$ cat src/rtl/ft_alu_pkg.sv
// Shared types and helpers for the fault-tolerant ALU issuer.
// Op/status codes, bus codeword, parity, control and check functions.
package ft_alu_pkg;

   typedef enum logic [1:0] {
      OP_ADD   = 2'b00,
      OP_SUBAB = 2'b01,
      OP_SUBBA = 2'b10,
      OP_ILL   = 2'b11
   } op_e;

   typedef enum logic [1:0] {
      ST_OK         = 2'b00,
      ST_OK_RETRIED = 2'b01,
      ST_FAIL       = 2'b10,
      ST_ILLEGAL    = 2'b11
   } status_e;

   // c is {C2,C1,C0}
   typedef struct packed {
      logic [2:0] a;
      logic [2:0] b;
      logic       par;
      logic [2:0] c;
   } bus_t;

   typedef struct packed {
      logic [2:0] x;
      logic       xc;
      logic       xe0;
      logic       xe1;
      logic [2:0] y;
      logic       yc;
      logic       ye0;
      logic       ye1;
   } sample_t;

   localparam bus_t IDLE_BUS = '{
      a:   3'd0,
      b:   3'd0,
      par: 1'b1,
      c:   3'b001
   };

   function automatic logic par_bit(
      input logic [2:0] a,
      input logic [2:0] b
   );
      return ~(^{a, b});
   endfunction

   function automatic logic [2:0] op_ctrl(input op_e op);
      logic [2:0] c;
      case (op)
         OP_SUBAB: c = 3'b010;
         OP_SUBBA: c = 3'b100;
         default:  c = 3'b001;
      endcase
      return c;
   endfunction

   function automatic logic two_rail_pass(input sample_t s);
      return !s.xe0 && s.xe1 &&
             !s.ye0 && s.ye1 &&
             (s.x == s.y) &&
             (s.xc == s.yc);
   endfunction

endpackage

$ cat src/rtl/ft_alu_issuer_if.sv
// Request, ALU bus and response signals of the issuer.
// master = issuer side, slave = environment side.
interface ft_alu_issuer_if;

   logic       req_valid;
   logic       req_ready;
   logic [1:0] req_op;
   logic [2:0] req_a;
   logic [2:0] req_b;

   logic A0, A1, A2;
   logic B0, B1, B2;
   logic PAR;
   logic C0, C1, C2;

   logic X0, X1, X2, XC, XE0, XE1;
   logic Y0, Y1, Y2, YC, YE0, YE1;

   logic       rsp_valid;
   logic       rsp_ready;
   logic [2:0] rsp_sum;
   logic       rsp_carry;
   logic [1:0] rsp_status;
   logic [1:0] rsp_retries;
   logic [7:0] err_count;

   modport master (
      input  req_valid, req_op, req_a, req_b,
      output req_ready,
      output A0, A1, A2, B0, B1, B2, PAR,
      output C0, C1, C2,
      input  X0, X1, X2, XC, XE0, XE1,
      input  Y0, Y1, Y2, YC, YE0, YE1,
      output rsp_valid,
      input  rsp_ready,
      output rsp_sum, rsp_carry,
      output rsp_status, rsp_retries,
      output err_count
   );

   modport slave (
      output req_valid, req_op, req_a, req_b,
      input  req_ready,
      input  A0, A1, A2, B0, B1, B2, PAR,
      input  C0, C1, C2,
      output X0, X1, X2, XC, XE0, XE1,
      output Y0, Y1, Y2, YC, YE0, YE1,
      input  rsp_valid,
      output rsp_ready,
      input  rsp_sum, rsp_carry,
      input  rsp_status, rsp_retries,
      input  err_count
   );

endinterface

$ cat src/rtl/ft_alu_result_check.sv
// Combinational pass/fail over a captured ALU sample.
// Both rails must be valid and the duplicated results must agree.
module ft_alu_result_check
   import ft_alu_pkg::*;
(
   input  sample_t smp_i,
   output logic    pass_o
);

   assign pass_o = two_rail_pass(smp_i);

endmodule

$ cat src/rtl/ft_alu_issuer.sv
// Issuer FSM: encodes requests onto the ALU bus, waits the settle
// window, checks duplicated results, retries, and returns a response.
module ft_alu_issuer
   import ft_alu_pkg::*;
#(
   parameter int SETTLE_CYCLES = 2,
   parameter int MAX_RETRY     = 3
) (
   input logic             clk,
   input logic             rst,
   ft_alu_issuer_if.master io
);

   localparam logic [3:0] SETTLE_N = 4'(SETTLE_CYCLES);
   localparam logic [1:0] RETRY_N  = 2'(MAX_RETRY);

   typedef enum logic [1:0] {
      S_IDLE,
      S_DRIVE,
      S_CHECK,
      S_RESP
   } state_e;

   state_e     state_q;
   bus_t       bus_q;
   logic [3:0] cnt_q, cnt_d;
   logic [1:0] retry_q;
   sample_t    smp_q, smp_live;
   logic       pass;
   logic       req_ready_q;
   logic       rsp_valid_q;
   logic [2:0] rsp_sum_q;
   logic       rsp_carry_q;
   status_e    rsp_status_q;
   logic [1:0] rsp_retries_q;
   logic [7:0] err_q, err_d;
   op_e        op;

   assign op = op_e'(io.req_op);

   assign smp_live = '{
      x:   {io.X2, io.X1, io.X0},
      xc:  io.XC,
      xe0: io.XE0,
      xe1: io.XE1,
      y:   {io.Y2, io.Y1, io.Y0},
      yc:  io.YC,
      ye0: io.YE0,
      ye1: io.YE1
   };

   // Next settle count and saturating error count.
   always_comb begin
      cnt_d = cnt_q + 4'd1;
      err_d = (err_q == 8'hFF) ? err_q : err_q + 8'd1;
   end

   ft_alu_result_check u_check (
      .smp_i  (smp_q),
      .pass_o (pass)
   );

   // Issuer state machine with all outputs registered.
   always_ff @(posedge clk or posedge rst) begin
      if (rst) begin
         state_q       <= S_IDLE;
         bus_q         <= IDLE_BUS;
         cnt_q         <= '0;
         retry_q       <= '0;
         smp_q         <= '0;
         req_ready_q   <= 1'b0;
         rsp_valid_q   <= 1'b0;
         rsp_sum_q     <= '0;
         rsp_carry_q   <= 1'b0;
         rsp_status_q  <= ST_OK;
         rsp_retries_q <= '0;
         err_q         <= '0;
      end else begin
         unique case (state_q)
            S_IDLE: begin
               if (req_ready_q && io.req_valid) begin
                  req_ready_q <= 1'b0;
                  if (op == OP_ILL) begin
                     rsp_valid_q   <= 1'b1;
                     rsp_sum_q     <= '0;
                     rsp_carry_q   <= 1'b0;
                     rsp_status_q  <= ST_ILLEGAL;
                     rsp_retries_q <= '0;
                     state_q       <= S_RESP;
                  end else begin
                     bus_q <= '{
                        a:   io.req_a,
                        b:   io.req_b,
                        par: par_bit(io.req_a, io.req_b),
                        c:   op_ctrl(op)
                     };
                     cnt_q   <= '0;
                     retry_q <= '0;
                     state_q <= S_DRIVE;
                  end
               end else begin
                  req_ready_q <= 1'b1;
               end
            end
            S_DRIVE: begin
               cnt_q <= cnt_d;
               if (cnt_d == SETTLE_N) begin
                  smp_q   <= smp_live;
                  state_q <= S_CHECK;
               end
            end
            S_CHECK: begin
               if (pass) begin
                  rsp_valid_q   <= 1'b1;
                  rsp_sum_q     <= smp_q.x;
                  rsp_carry_q   <= smp_q.xc;
                  rsp_status_q  <= (retry_q == 2'd0) ? ST_OK
                                                     : ST_OK_RETRIED;
                  rsp_retries_q <= retry_q;
                  state_q       <= S_RESP;
               end else begin
                  err_q <= err_d;
                  if (retry_q < RETRY_N) begin
                     retry_q <= retry_q + 2'd1;
                     cnt_q   <= '0;
                     state_q <= S_DRIVE;
                  end else begin
                     rsp_valid_q   <= 1'b1;
                     rsp_sum_q     <= smp_q.x;
                     rsp_carry_q   <= smp_q.xc;
                     rsp_status_q  <= ST_FAIL;
                     rsp_retries_q <= retry_q;
                     state_q       <= S_RESP;
                  end
               end
            end
            S_RESP: begin
               if (io.rsp_ready) begin
                  rsp_valid_q <= 1'b0;
                  bus_q       <= IDLE_BUS;
                  req_ready_q <= 1'b1;
                  state_q     <= S_IDLE;
               end
            end
            default: state_q <= S_IDLE;
         endcase
      end
   end

   assign io.req_ready   = req_ready_q;
   assign io.A0          = bus_q.a[0];
   assign io.A1          = bus_q.a[1];
   assign io.A2          = bus_q.a[2];
   assign io.B0          = bus_q.b[0];
   assign io.B1          = bus_q.b[1];
   assign io.B2          = bus_q.b[2];
   assign io.PAR         = bus_q.par;
   assign io.C0          = bus_q.c[0];
   assign io.C1          = bus_q.c[1];
   assign io.C2          = bus_q.c[2];
   assign io.rsp_valid   = rsp_valid_q;
   assign io.rsp_sum     = rsp_sum_q;
   assign io.rsp_carry   = rsp_carry_q;
   assign io.rsp_status  = rsp_status_q;
   assign io.rsp_retries = rsp_retries_q;
   assign io.err_count   = err_q;

endmodule

$ cat src/flat_wrapper.sv
// flat-port wrapper written by rule: the top's interface ports become plain ports
module ft_alu_issuer_flat import ft_alu_pkg::*;
#(
   parameter int SETTLE_CYCLES = 2,
   parameter int MAX_RETRY     = 3
)
  (clk, rst, io_req_valid, io_req_op, io_req_a, io_req_b, io_req_ready, io_A0, io_A1, io_A2, io_B0, io_B1, io_B2, io_PAR, io_C0, io_C1, io_C2, io_X0, io_X1, io_X2, io_XC, io_XE0, io_XE1, io_Y0, io_Y1, io_Y2, io_YC, io_YE0, io_YE1, io_rsp_valid, io_rsp_ready, io_rsp_sum, io_rsp_carry, io_rsp_status, io_rsp_retries, io_err_count);
  ft_alu_issuer_if io_i ();
  input logic clk;
  input logic rst;
  input wire logic [$bits(io_i.req_valid)-1:0] io_req_valid;
  input wire logic [$bits(io_i.req_op)-1:0] io_req_op;
  input wire logic [$bits(io_i.req_a)-1:0] io_req_a;
  input wire logic [$bits(io_i.req_b)-1:0] io_req_b;
  output wire logic [$bits(io_i.req_ready)-1:0] io_req_ready;
  output wire logic [$bits(io_i.A0)-1:0] io_A0;
  output wire logic [$bits(io_i.A1)-1:0] io_A1;
  output wire logic [$bits(io_i.A2)-1:0] io_A2;
  output wire logic [$bits(io_i.B0)-1:0] io_B0;
  output wire logic [$bits(io_i.B1)-1:0] io_B1;
  output wire logic [$bits(io_i.B2)-1:0] io_B2;
  output wire logic [$bits(io_i.PAR)-1:0] io_PAR;
  output wire logic [$bits(io_i.C0)-1:0] io_C0;
  output wire logic [$bits(io_i.C1)-1:0] io_C1;
  output wire logic [$bits(io_i.C2)-1:0] io_C2;
  input wire logic [$bits(io_i.X0)-1:0] io_X0;
  input wire logic [$bits(io_i.X1)-1:0] io_X1;
  input wire logic [$bits(io_i.X2)-1:0] io_X2;
  input wire logic [$bits(io_i.XC)-1:0] io_XC;
  input wire logic [$bits(io_i.XE0)-1:0] io_XE0;
  input wire logic [$bits(io_i.XE1)-1:0] io_XE1;
  input wire logic [$bits(io_i.Y0)-1:0] io_Y0;
  input wire logic [$bits(io_i.Y1)-1:0] io_Y1;
  input wire logic [$bits(io_i.Y2)-1:0] io_Y2;
  input wire logic [$bits(io_i.YC)-1:0] io_YC;
  input wire logic [$bits(io_i.YE0)-1:0] io_YE0;
  input wire logic [$bits(io_i.YE1)-1:0] io_YE1;
  output wire logic [$bits(io_i.rsp_valid)-1:0] io_rsp_valid;
  input wire logic [$bits(io_i.rsp_ready)-1:0] io_rsp_ready;
  output wire logic [$bits(io_i.rsp_sum)-1:0] io_rsp_sum;
  output wire logic [$bits(io_i.rsp_carry)-1:0] io_rsp_carry;
  output wire logic [$bits(io_i.rsp_status)-1:0] io_rsp_status;
  output wire logic [$bits(io_i.rsp_retries)-1:0] io_rsp_retries;
  output wire logic [$bits(io_i.err_count)-1:0] io_err_count;
  assign io_i.req_valid = io_req_valid;
  assign io_i.req_op = io_req_op;
  assign io_i.req_a = io_req_a;
  assign io_i.req_b = io_req_b;
  assign io_req_ready = io_i.req_ready;
  assign io_A0 = io_i.A0;
  assign io_A1 = io_i.A1;
  assign io_A2 = io_i.A2;
  assign io_B0 = io_i.B0;
  assign io_B1 = io_i.B1;
  assign io_B2 = io_i.B2;
  assign io_PAR = io_i.PAR;
  assign io_C0 = io_i.C0;
  assign io_C1 = io_i.C1;
  assign io_C2 = io_i.C2;
  assign io_i.X0 = io_X0;
  assign io_i.X1 = io_X1;
  assign io_i.X2 = io_X2;
  assign io_i.XC = io_XC;
  assign io_i.XE0 = io_XE0;
  assign io_i.XE1 = io_XE1;
  assign io_i.Y0 = io_Y0;
  assign io_i.Y1 = io_Y1;
  assign io_i.Y2 = io_Y2;
  assign io_i.YC = io_YC;
  assign io_i.YE0 = io_YE0;
  assign io_i.YE1 = io_YE1;
  assign io_rsp_valid = io_i.rsp_valid;
  assign io_i.rsp_ready = io_rsp_ready;
  assign io_rsp_sum = io_i.rsp_sum;
  assign io_rsp_carry = io_i.rsp_carry;
  assign io_rsp_status = io_i.rsp_status;
  assign io_rsp_retries = io_i.rsp_retries;
  assign io_err_count = io_i.err_count;
  ft_alu_issuer #(.SETTLE_CYCLES(SETTLE_CYCLES), .MAX_RETRY(MAX_RETRY)) u_core (.clk(clk), .rst(rst), .io(io_i));
endmodule
$ cat config.mk
export PLATFORM = sky130hd
export DESIGN_NAME = ft_alu_issuer_flat
export DESIGN_NICKNAME = d
export VERILOG_FILES = /design/src/rtl/ft_alu_pkg.sv /design/src/rtl/ft_alu_issuer_if.sv /design/src/rtl/ft_alu_result_check.sv /design/src/rtl/ft_alu_issuer.sv /design/src/flat_wrapper.sv
export SDC_FILE = /design/constraint.sdc
export NUM_CORES = 1
export LEC_CHECK = 0
export CORE_ASPECT_RATIO = 1.4
export CORE_MARGIN = 8
export CORE_UTILIZATION = 54
export CTS_CLUSTER_SIZE = 8
export DETAILED_ROUTE_END_ITERATION = 8
export GPL_ROUTABILITY_DRIVEN = 0
export PLACE_DENSITY = 0.84
export SETUP_SLACK_MARGIN = 0.4
export SYNTH_ARGS = -nofsm -noshare
export SYNTH_HDL_FRONTEND = slang
export SYNTH_HIERARCHICAL = 1
export SYNTH_SLANG_ARGS = --single-unit
$ cat constraint.sdc
create_clock -name clk -period 4.3 [get_ports clk]
set_clock_uncertainty 0.15 [all_clocks]
set_input_delay 0.86 -clock clk [delete_from_list [all_inputs] [get_ports clk]]
set_output_delay 0.86 -clock clk [all_outputs]
set_load 0.05 [all_outputs]
==> results.py <==
metrics = {
    "run_status": {
        "status": "completed",
    },
    "synthesis": {
        "synthCells": 217,
        "ys_ff_latch": 48,
        "synth_area_per_cell_um2": 11.2,
        "ys.flop_type": "dfrtp_1",
        "syn_nets": 249,
        "synth_edf_count": 0,
        "yosys_warnings": 6,
        "synth-async-reset-ratio": 1.00,
        "synth-seq-area-share": 0.497,
        "synth_cell_types": 47,
        "synth_area_um2": 2420,
    },
    "setup_path": {
        "cp.required_ps": 3290,
        "max_stage_delay_ps": 800,
        "cp_slowest_cell": "clkdlybuf4s50_1",
        "cp_max_fo": 2,
        "endpoint_kind": "output port",
        "critPathArrivalTime_ps": 1620,
        "cp_cell_sequence": "clkdlybuf4s50_1",
        "start_kind": "flip-flop",
        "crit_family": "buffers and inverters",
        "worst-path-buf-inv": 1,
        "worstSetupPathType": "reg2out",
    },
    "clock_network": {
        "post_cts_buffers": 0,
        "clock_latency_ps": 290,
        "htree_levels": 2,
        "cts_tree": "built",
        "clk_pin_slew_ps": 80,
        "clockRootBuffer": "clkbuf_8",
        "cts_resized": 0,
        "clockBufferDepth": 2,
        "numCtsBuffers": 5,
        "cts_num_sinks": 48,
        "ctsHoldBuffers": 0,
    },
    "floorplan": {
        "die_h_um": 95.2,
        "core-area_um2": 4430,
        "io-pin-count": 52,
        "die_w_um": 72.6,
        "initial_core_util": 0.547,
        "die_area_um2": 6910,
        "rows": 29,
    },
    "detailed_routing": {
        "drtAntennaViolNets": 0,
        "routed-via-count": 1797,
        "dr.pass1.iters": 4,
        "drtIter0Drc": 72,
        "wl_per_cell_um": 15.0,
        "vias_per_cell": 5.45,
        "drc": 0,
        "routed_wl_um": 4940,
    },
    "timing": {
        "min_period_ps": 2630,
        "setup_slack_ps": 1670,
        "tightest_slew_ps": 988,
        "drv_slew": 0,
        "setup_viol": 0,
        "max_freq_mhz": 380,
        "finalCritPeriodShare": 0.613,
        "fin_tns_setup_ps": 0,
        "finalHoldViolCount": 0,
        "rsz0062_at_grt": "no",
        "slew_headroom": 0.340,
    },
    "cells_and_area": {
        "multiInputGateArea_um2": 1110,
        "nFillCells": 331,
        "seq_area_um2": 1200,
        "area_growth_pct": 26.8,
        "fin_util": 0.693,
        "drive_above_1_share": 0.112,
        "fin_nets": 299,
        "n_antenna_cell": 0,
        "design_area_um2": 3070,
    },
    "global_routing": {
        "grt_pass1_vias": 1811,
        "overflow": 0,
        "grt_max_degree": 49,
        "grt_pass1_wl_um": 8470,
        "grt_usage": 0.153,
        "grt_antenna_before_repair": 0,
    },
    "power_and_ir_drop": {
        "ir_drop_mv": 0.384,
        "cellPowerDensity_nw_per_um2": 768,
        "leakage_nw": 1.33,
    },
    "place": {
        "pre_cts_ws_ps": 1540,
        "io_buffers": 51,
        "place_hpwl_um": 3650,
        "dpl-instance-area_um2": 2960,
    },
    "job": {
        "maxCapViolCount": 0,
    },
    "min_path": {
        "hp-class": "reg2reg",
    },
}
-- worst paths after layout --
check | start | cells after the start | end | slack (ps)
setup / recovery | u_core/io.C0 | 1 | io_C0 | 1670
hold / removal | u_core/io.C0 | 2 | u_core/io.C0 | 320
setup reg to reg | u_core/smp_q[1] | 7 | u_core/retry_q[1] | 1690
hold reg to reg | u_core/io.C0 | 2 | u_core/io.C0 | 320
max in group asynchronous | rst | 2 | u_core/io.C2 | 2420
min in group asynchronous | rst | 2 | u_core/io.err_count[4] | 960
-- registers in the layout (all words and copies together) (netlist names), 2 cells and up --
signal	flops
u_core/cnt_q	4
u_core/io.err_count	8
u_core/io.rsp_retries	2
u_core/io.rsp_status	2
u_core/io.rsp_sum	3
u_core/retry_q	2
u_core/smp_q	12
u_core/state_q	2
-- cells in the final DEF, fill, tap and decap left out, types with 3 or more instances in the layout --
| master | count |
|---|---|
| xor2_1 | 6 |
| a22oi_1 | 3 |
| mux2_4 | 10 |
| clkdlybuf4s50_1 | 51 |
| nand2_1 | 26 |
| ha_1 | 8 |
| nor2b_1 | 3 |
| xnor2_1 | 7 |
| clkbuf_8 | 5 |
| o21ai_0 | 12 |
| a21oi_1 | 9 |
| inv_1 | 14 |
| a22o_1 | 8 |
| o31ai_1 | 5 |
| dfrtp_1 | 46 |
| mux2_2 | 5 |
| nand4_1 | 3 |
| nand3_1 | 3 |
-- power by group --
group | switching, W | internal [W] | leakage (nW)
combinational | 0.000679 | 0.000504 | 0.680
clock | 0.000141 | 0.000174 | 0.0524
sequential | 0.000208 | 0.000651 | 0.599
-- final cells by class --
cell class | instances | share of cell area
Multi-Input combinational cell | 145 | 0.361
Tap cell | 62 | 0.0253
Clock inverter | 1 | 0.00978
Inverter | 15 | 0.0183
Sequential cell | 48 | 0.392
Timing Repair Buffer | 52 | 0.169
Clock buffer | 7 | 0.0249
-- per-stage QoR --
stage / hold slack [ps] / cells / total power [W]
after global placement: 316 / 322 / 0.00202
after global routing: 351 / 330 / 0.00250
final: 322 / 330 / 0.00236
after floorplan: 322 / 217 / 0.00171
after detailed placement: 309 / 322 / 0.00206
after CTS: 324 / 330 / 0.00238
-- cell usage after synthesis (4+ instances only) --
master	number	area, µm²
a21oi_1	9	45.0
xor2_1	6	52.6
mux2_2	5	56.3
xnor2_1	7	61.3
o21ai_0	12	60.1
o31ai_1	5	37.5
ha_1	8	100
dfrtp_1	46	1150
nand2_1	26	97.6
buf_2	4	20.0
a22o_1	8	70.1
mux2_4	10	150
inv_1	15	56.3
-- metal layers --
metal | track usage | share of wire
met5 | 0 | 0
met4 | 0.0603 | 0.014
met3 | 0.0347 | 0.047
met2 | 0.261 | 0.50
met1 | 0.182 | 0.44
-- cell families after synthesis --
kind of cell / count (synthesis) / share of synthesized area
simple gates: 55 / 0.127
mux: 16 / 0.0894
buf+inv: 24 / 0.0455
fa+ha+maj: 8 / 0.0413
flops: 48 / 0.497
compound gates: 53 / 0.153
xor+xnor: 13 / 0.0470
Power figures use the tool's default switching activity.
